### src/rtl/alu_pkg.sv
// Shared constants for the ALU control sequencer: default widths, opcode map and FSM states.
package alu_pkg;

  localparam int DATA_W_DEF = 6;
  localparam int OP_W_DEF   = 3;

  localparam logic [2:0] OP_ADD     = 3'd0;
  localparam logic [2:0] OP_SUB     = 3'd1;
  localparam logic [2:0] OP_NOT     = 3'd2;
  localparam logic [2:0] OP_AND     = 3'd3;
  localparam logic [2:0] OP_OR      = 3'd4;
  localparam logic [2:0] OP_XOR     = 3'd5;
  localparam logic [2:0] OP_XNOR    = 3'd6;
  localparam logic [2:0] OP_ILLEGAL = 3'd7;

  typedef enum logic [1:0] {
    ST_IDLE,
    ST_OPERANDS,
    ST_EXECUTE,
    ST_WRITEBACK
  } state_e;

endpackage

### src/rtl/alu_regfile.sv
// Small register file: one write port, three combinational read ports (two operands, one debug).
module alu_regfile #(
  parameter int DATA_W = 6,
  parameter int NREGS  = 4,
  parameter int REG_AW = 2
) (
  input  logic              clk,
  input  logic              rst,
  input  logic              we,
  input  logic [REG_AW-1:0] waddr,
  input  logic [DATA_W-1:0] wdata,
  input  logic [REG_AW-1:0] ra_addr,
  output logic [DATA_W-1:0] ra_data,
  input  logic [REG_AW-1:0] rb_addr,
  output logic [DATA_W-1:0] rb_data,
  input  logic [REG_AW-1:0] dbg_addr,
  output logic [DATA_W-1:0] dbg_data
);

  logic [DATA_W-1:0] regs_q [NREGS];
  logic [DATA_W-1:0] regs_d [NREGS];

  always_comb begin
    regs_d = regs_q;
    if (we) regs_d[waddr] = wdata;
  end

  always_ff @(posedge clk or posedge rst) begin
    if (rst) begin
      for (int unsigned i = 0; i < NREGS; i++) regs_q[i] <= '0;
    end else begin
      regs_q <= regs_d;
    end
  end

  assign ra_data  = regs_q[ra_addr];
  assign rb_data  = regs_q[rb_addr];
  assign dbg_data = regs_q[dbg_addr];

endmodule

### src/rtl/alu_control_unit.sv
// Control-side sequencer for the combinational ALU: accepts one instruction per handshake,
// drives operands/enables over fixed cycles, captures ALU_OUT and writes it back to rd.
module alu_control_unit
  import alu_pkg::*;
#(
  parameter int DATA_W = DATA_W_DEF,
  parameter int NREGS  = 4,
  parameter int REG_AW = 2,
  parameter int OP_W   = OP_W_DEF
) (
  input  logic              clk,
  input  logic              rst,
  input  logic              instr_valid,
  output logic              instr_ready,
  input  logic [OP_W-1:0]   instr_op,
  input  logic [REG_AW-1:0] instr_ra,
  input  logic [REG_AW-1:0] instr_rb,
  input  logic [REG_AW-1:0] instr_rd,
  input  logic              load_en,
  input  logic [REG_AW-1:0] load_addr,
  input  logic [DATA_W-1:0] load_data,
  input  logic [REG_AW-1:0] dbg_addr,
  output logic [DATA_W-1:0] dbg_data,
  output logic [DATA_W-1:0] IN1_i,
  output logic [DATA_W-1:0] IN2_i,
  output logic              IN1_en,
  output logic              IN2_en,
  output logic              OUT_EN,
  output logic [OP_W-1:0]   OpControl,
  input  logic [DATA_W-1:0] ALU_OUT,
  output logic              busy,
  output logic              done,
  output logic              illegal_op
);

  state_e            state_q, state_d;
  logic [REG_AW-1:0] rd_q, rd_d;
  logic [DATA_W-1:0] result_q, result_d;
  logic [DATA_W-1:0] in1_q, in1_d, in2_q, in2_d;
  logic [OP_W-1:0]   op_q, op_d;
  logic              in_en_q, in_en_d, out_en_q, out_en_d;
  logic              done_q, done_d, illegal_q, illegal_d;

  logic              accept, load_ok, rf_we;
  logic [REG_AW-1:0] rf_waddr;
  logic [DATA_W-1:0] rf_wdata, ra_data, rb_data;

  assign load_ok     = (state_q == ST_IDLE) && load_en;
  assign instr_ready = (state_q == ST_IDLE) && !load_en && !rst;
  assign accept      = instr_valid && instr_ready;

  assign rf_we    = load_ok || (state_q == ST_WRITEBACK);
  assign rf_waddr = (state_q == ST_WRITEBACK) ? rd_q : load_addr;
  assign rf_wdata = (state_q == ST_WRITEBACK) ? result_q : load_data;

  // Operands are fetched from the raw instruction fields on the accept edge, so the
  // registered ALU drives are already valid throughout OPERANDS (regs cannot change there).
  alu_regfile #(
    .DATA_W (DATA_W),
    .NREGS  (NREGS),
    .REG_AW (REG_AW)
  ) u_regfile (
    .clk      (clk),
    .rst      (rst),
    .we       (rf_we),
    .waddr    (rf_waddr),
    .wdata    (rf_wdata),
    .ra_addr  (instr_ra),
    .ra_data  (ra_data),
    .rb_addr  (instr_rb),
    .rb_data  (rb_data),
    .dbg_addr (dbg_addr),
    .dbg_data (dbg_data)
  );

  always_comb begin
    state_d   = state_q;
    rd_d      = rd_q;
    result_d  = result_q;
    in1_d     = '0;
    in2_d     = '0;
    op_d      = '0;
    in_en_d   = 1'b0;
    out_en_d  = 1'b0;
    done_d    = 1'b0;
    illegal_d = 1'b0;
    case (state_q)
      ST_IDLE: begin
        if (accept) begin
          if (instr_op == OP_W'(OP_ILLEGAL)) begin
            illegal_d = 1'b1;
          end else begin
            state_d = ST_OPERANDS;
            rd_d    = instr_rd;
            in1_d   = ra_data;
            in2_d   = rb_data;
            op_d    = instr_op;
            in_en_d = 1'b1;
          end
        end
      end
      ST_OPERANDS: begin
        state_d  = ST_EXECUTE;
        in1_d    = in1_q;
        in2_d    = in2_q;
        op_d     = op_q;
        in_en_d  = 1'b1;
        out_en_d = 1'b1;
      end
      ST_EXECUTE: begin
        state_d  = ST_WRITEBACK;
        result_d = ALU_OUT;
        done_d   = 1'b1;
      end
      ST_WRITEBACK: state_d = ST_IDLE;
      default:      state_d = ST_IDLE;
    endcase
  end

  always_ff @(posedge clk or posedge rst) begin
    if (rst) begin
      state_q   <= ST_IDLE;
      rd_q      <= '0;
      result_q  <= '0;
      in1_q     <= '0;
      in2_q     <= '0;
      op_q      <= '0;
      in_en_q   <= 1'b0;
      out_en_q  <= 1'b0;
      done_q    <= 1'b0;
      illegal_q <= 1'b0;
    end else begin
      state_q   <= state_d;
      rd_q      <= rd_d;
      result_q  <= result_d;
      in1_q     <= in1_d;
      in2_q     <= in2_d;
      op_q      <= op_d;
      in_en_q   <= in_en_d;
      out_en_q  <= out_en_d;
      done_q    <= done_d;
      illegal_q <= illegal_d;
    end
  end

  assign IN1_i      = in1_q;
  assign IN2_i      = in2_q;
  assign IN1_en     = in_en_q;
  assign IN2_en     = in_en_q;
  assign OUT_EN     = out_en_q;
  assign OpControl  = op_q;
  assign busy       = (state_q != ST_IDLE);
  assign done       = done_q;
  assign illegal_op = illegal_q;

endmodule
### config.mk
export PLATFORM = sky130hd
export DESIGN_NAME = alu_control_unit
export DESIGN_NICKNAME = d
export VERILOG_FILES = /design/src/rtl/alu_pkg.sv /design/src/rtl/alu_regfile.sv /design/src/rtl/alu_control_unit.sv
export SDC_FILE = /design/constraint.sdc
export NUM_CORES = 1
export LEC_CHECK = 0
export CORE_UTILIZATION = 55
export CTS_CLUSTER_SIZE = 24
export DETAILED_ROUTE_END_ITERATION = 16
export PLACE_DENSITY = 0.85
export SLEW_MARGIN = 10
export SYNTH_ARGS = -nofsm -noshare
export SYNTH_HDL_FRONTEND = slang
export SYNTH_SLANG_ARGS = --single-unit
### constraint.sdc
create_clock -name clk -period 5.33 [get_ports clk]
set_clock_uncertainty 0.05 [all_clocks]
set_input_delay 1.066 -clock clk [delete_from_list [all_inputs] [get_ports clk]]
set_output_delay 1.066 -clock clk [all_outputs]
set_load 0.005 [all_outputs]
Yosys cells after proc, flatten, opt, wreduce, memory -nomap -nowiden --
Cells that the tools add are included.
Cells by class: $lt $le $gt $ge 5, equal/unequal tests 6, multiplexer cells 34, bitwise operators 5, reduce and logical (&&, ||, !) cells 12
Operator list (number):
- 6-bit two-way mux | 12
- 6-bit binary-select mux with 2-bit select | 3
- 24-bit bitwise mux | 1
- 6-bit one-hot mux with 2 select lines | 2
- 6-bit demux with 2-bit select | 1
- 3-bit greater-or-equal comparator, second input constant | 4
- 2-bit NOT with 3-bit output | 4
- 2-bit one-hot mux with 4 select lines | 1
- 1-bit two-way mux | 7
- 2-bit two-way mux | 3
- 3-bit two-way mux | 2
- 3-bit one-hot mux with 2 select lines | 1
- 1-bit logical AND | 5
- 2-bit == test, second input constant | 2
- 2-bit != test, second input constant | 2
- 3-bit == test, second input constant | 1
- 3-bit by 1-bit < comparator with 1-bit output, second input constant | 1
- 3-bit AND reduction | 1
- 2-bit by 1-bit == test with 1-bit output, second input constant | 1
- 1-bit zero test | 2
- 2-bit zero test | 1
- 1-bit one-hot mux with 2 select lines | 1
- 2-bit AND reduction | 1
- 2-bit nonzero test | 1
- 2 further kinds | 2
Storage, ports and cells: register bits 53, input bits 29, output and inout bits 28, logic and storage cells 76

Depth between registers and ports, before layout --
depth after elaboration 8, gate-level depth with buffers 6, mapped depth without buffers 5

Modules after synthesis --
A second synthesis with hierarchy kept.
Unflattened totals: cells, all modules 197, area, all modules 2736.4 um2
Modules (own cells, without submodules):
- alu_control_unit | times used 1, cells an instance 120, area each 1380.1 um2, seq. area each 725.7 um2
- alu_regfile | times used 1, cells an instance 77, area each 1356.3 um2, seq. area each 600.6 um2

Worst setup path after synthesis --
Ideal clock, no wire load.
kind input port to output port, from in dbg_addr[0], to out dbg_data[0], arrival 1777 ps, data required time 4214 ps, path slack 2437 ps, stages 2, cells stage by stage buf_2 > mux4_2
Between the ends: longest elaborated chain between the ends 4
Ends and longest elaborated chain:
- start: declaration | line alu_control_unit.sv:22 | input logic [REG_AW-1:0] dbg_addr,
- 2-bit NOT with 3-bit output (not written as such) | line alu_regfile.sv:38 | assign dbg_data = regs_q[dbg_addr];
- 6-bit binary-select mux with 2-bit select | line alu_regfile.sv:38
- 6-bit two-way mux (not written as such) (2 in a row) | line alu_regfile.sv:38
- end: declaration | line alu_control_unit.sv:23 | output logic [DATA_W-1:0] dbg_data,
Every way passes these cells. The select of a mux whose other input is x is not followed.

Final worst setup path --
from in dbg_addr[0], to out dbg_data[5]
Same word-level chain as after synthesis.

==> out/qor.yml <==
outcome:
  status: "finished, final reports clean"
global_routing:
  antenna_found_initial: 0
  track_usage_pct: 23.4
  grt_overflow_total: 0
  grt_pass1_vias: 1784
  grt_first_pass_wirelength_microns: 8800
  grt_max_degree: 54
yosys:
  synth-seq-cells: 53
  synth-seq-area-share_pct: 49.8
  synth-adder-area-share_pct: 2.35
  synth_mux_area_share_pct: 33.1
  synthSimpleGateAreaFrac_pct: 4.84
  syn_nets: 203
  synth_area_sq_um: 2660
  synth_top_family_by_area: "multiplexers"
  synth-compound-area-share_pct: 7.62
  synth_xor_area_share_pct: 0
  synthCells: 169
  synth_cell_type_count: 24
  avgSynthCellArea_sq_um: 15.7
  ys_warn_count: 0
clock_tree:
  cts_setup_buffers: 0
  cts_tree: "done"
  cts_buffers: 5
  worstSkewPairLatency_ps: 310
  cts-root-buf: "clkbuf_8"
  cts.sinks: 53
  cts_resized: 0
  cts_hold_repair.buffers: 0
  cts_htree_levels: 2
  clk_pin_slew_worst_paths_ps: 100
  clock_path_buffers: 2
floorplanning:
  die_h_microns: 71.6
  ioPinCount: 57
  start_util_pct: 59.1
  placementRows: 24
  die_w_microns: 71.6
  coreArea_sq_um: 4500
  die_area_sq_um: 5120
layout:
  nets: 257
  final_layout_size_suffix_gt1_share_pct: 21.4
  fillerInstances: 271
  fin_cells: 276
  n_antenna_cell: 0
  syn_to_final_growth_pct: 26.1
setup_path:
  end_kind: "primary output"
  worstPathRequired_ps: 4210
  crit_path_max_fanout: 6
  r2r-end: "u_regfile.regs_q[23]"
  critPathKind: "primary input to primary output"
  timing.reg2reg.setup_slack_ps: 3180
  worstPathArrival_ps: 2810
  critPathLaunchType: "primary input"
  reg2reg_depth: 4
  r2r-start: "state_q[1]"
placement:
  io_buffers: 56
  dp.cells: 268
  place.gp.congestion: 0.823
worst_hold_path:
  hold_path_end: "result_q[3]"
  hold_class: "flip-flop to flip-flop"
  worstHoldPathCells: 1
  hp-start: "result_q[3]"
route:
  dr.pass1.iters: 4
  wl_microns: 5330
  viasPerCell: 6.14
  wl_per_cell_microns: 19.3
  drtIter0Drc: 122
  vias: 1694
  drc: 0
  antenna_left: 0
power_and_ir_drop:
  combPwrFrac_pct: 40.7
  power.switching_uw: 540
  p_seq_share_pct: 42.3
  powerDensity_nw_per_um2: 488
  clkPwrFrac_pct: 17.0
  ir_drop_mv: 0.416
  swShare_pct: 33.0
  p_int_mw: 1.10
  p_leak_nw: 1.38
timing:
  tns_ps: 0
  maxSlewViolCount: 0
  tightest_slew_ps: 1040
  finalCritPeriodShare_pct: 73.6
  relSlewSlack_pct: 30.6
  min_period_ps: 3920
  fmax_ghz: 0.255
  setup_viol: 0
  finalHoldViolCount: 0
  rsz0062_at_grt: "no"
job:
  maxCapViolCount: 0
## how the worst max path moves through the flow
| stage | start | end | cells after the start |
|---|---|---|---|
| 2_1_floorplan | dbg_addr[0] | dbg_data[0] | 2 |
| 3_3_place_gp | dbg_addr[0] | dbg_data[1] | 3 |
| 3_5_place_dp | dbg_addr[0] | dbg_data[0] | 3 |
| 4_1_cts | dbg_addr[0] | dbg_data[5] | 3 |
| 5_1_grt | dbg_addr[0] | dbg_data[1] | 3 |
| 6_report | dbg_addr[0] | dbg_data[5] | 3 |
## sequential cells by signal, indices dropped and copies added (netlist names)
name	count
IN1_en	1
IN1_i	6
IN2_i	6
OUT_EN	1
OpControl	3
done	1
illegal_op	1
rd_q	2
result_q	6
state_q	2
u_regfile.regs_q	24
## cell usage in the layout, fill, tap and decap left out, drive strengths merged, types with 2 or more instances in the layout
master and instances:
a21oi 4, a22o 13, clkbuf 5, clkdlybuf4s50 56
dfrtp 53, ha 5, inv 6, mux2 40
mux2i 2, mux4 18, nand2 3, nand2b 4
nand3 2, nand4bb 2, nor2 2, o21ai 3
## metrics by stage
step / hold WS [ps] / utilization (%) / power [mW] / setup slack (ps) / instance area, sq um
4_1_cts: 449 / 74.5 / 1.65 / 1400 / 3360
2_1_floorplan: 402 / - / 1.11 / 2440 / 2660
6_report: 445 / 74.5 / 1.64 / 1410 / 3360
5_1_grt: 472 / 74.5 / 1.73 / 1320 / 3360
3_3_place_gp: 412 / 71.9 / 1.30 / 1410 / 3240
3_5_place_dp: 427 / 71.9 / 1.36 / 1380 / 3240
## power groups by stage
| stage | Sequential [mW] | Combinational (mW) | Clock (mW) |
|---|---|---|---|
| 4_1_cts | 0.690 | 0.674 | 0.288 |
| 3_3_place_gp | 0.670 | 0.629 | 0 |
| 5_1_grt | 0.710 | 0.722 | 0.299 |
| 2_1_floorplan | 0.639 | 0.473 | 0 |
| 6_report | 0.692 | 0.666 | 0.279 |
| 3_5_place_dp | 0.694 | 0.670 | 0 |
## logic make-up after synthesis
| group | Yosys count |
|---|---|
| multiplexers | 60 |
| buffers and inverters | 13 |
| AND/OR/NAND/NOR | 17 |
| flip-flops | 53 |
| AO/OA/AOI/OAI | 21 |
| adder cells (fa/ha/maj) | 5 |
## critical path: stages
cell	delay [ps]
clkdlybuf4s50_1	710
mux4_2	570
clkdlybuf4s50_1	460
## synth_stat cells, drive strengths merged
| cell type | n | share of area (%) |
|---|---|---|
| a2111oi | 1 | 0.33 |
| mux2 | 40 | 17 |
| nand3 | 2 | 0.38 |
| nor2 | 2 | 0.28 |
| ha | 5 | 2.4 |
| o21ai | 3 | 0.56 |
| nor3 | 1 | 0.38 |
| dfrtp | 53 | 50 |
| mux4 | 18 | 15 |
| buf | 6 | 1.3 |
| nand4bb | 2 | 0.85 |
| and3 | 1 | 0.24 |
| a21oi | 4 | 2.4 |
| nand2 | 3 | 0.42 |
| nand2b | 4 | 0.94 |
| nand4b | 1 | 0.89 |
| inv | 4 | 0.56 |
| mux2i | 2 | 0.89 |
| clkbuf | 3 | 0.42 |
| nor3b | 1 | 0.47 |
| a22o | 13 | 4.3 |
## final cells by class
type | count | area (sq um) | share of cell area, %
sequential | 53 | 1330 | 39.5
multi-input combinational | 103 | 1270 | 37.9
timing repair buffer | 56 | 561 | 16.7
clock buffer | 5 | 68.8 | 2.05
tap | 52 | 65.1 | 1.94
clock inverter | 3 | 47.5 | 1.42
inverter | 4 | 15.0 | 0.447
## per-layer routing
layer / vias up / global-route usage [%] / routed length, microns
met1: 844 / 28.3 / 2150
met3: 14 / 6.19 / 257
li1: 761 / - / -
met5: - / 0 / 0
met2: 75 / 39.6 / 2810
met4: 0 / 10.9 / 110
Power figures use the tool's default switching activity.
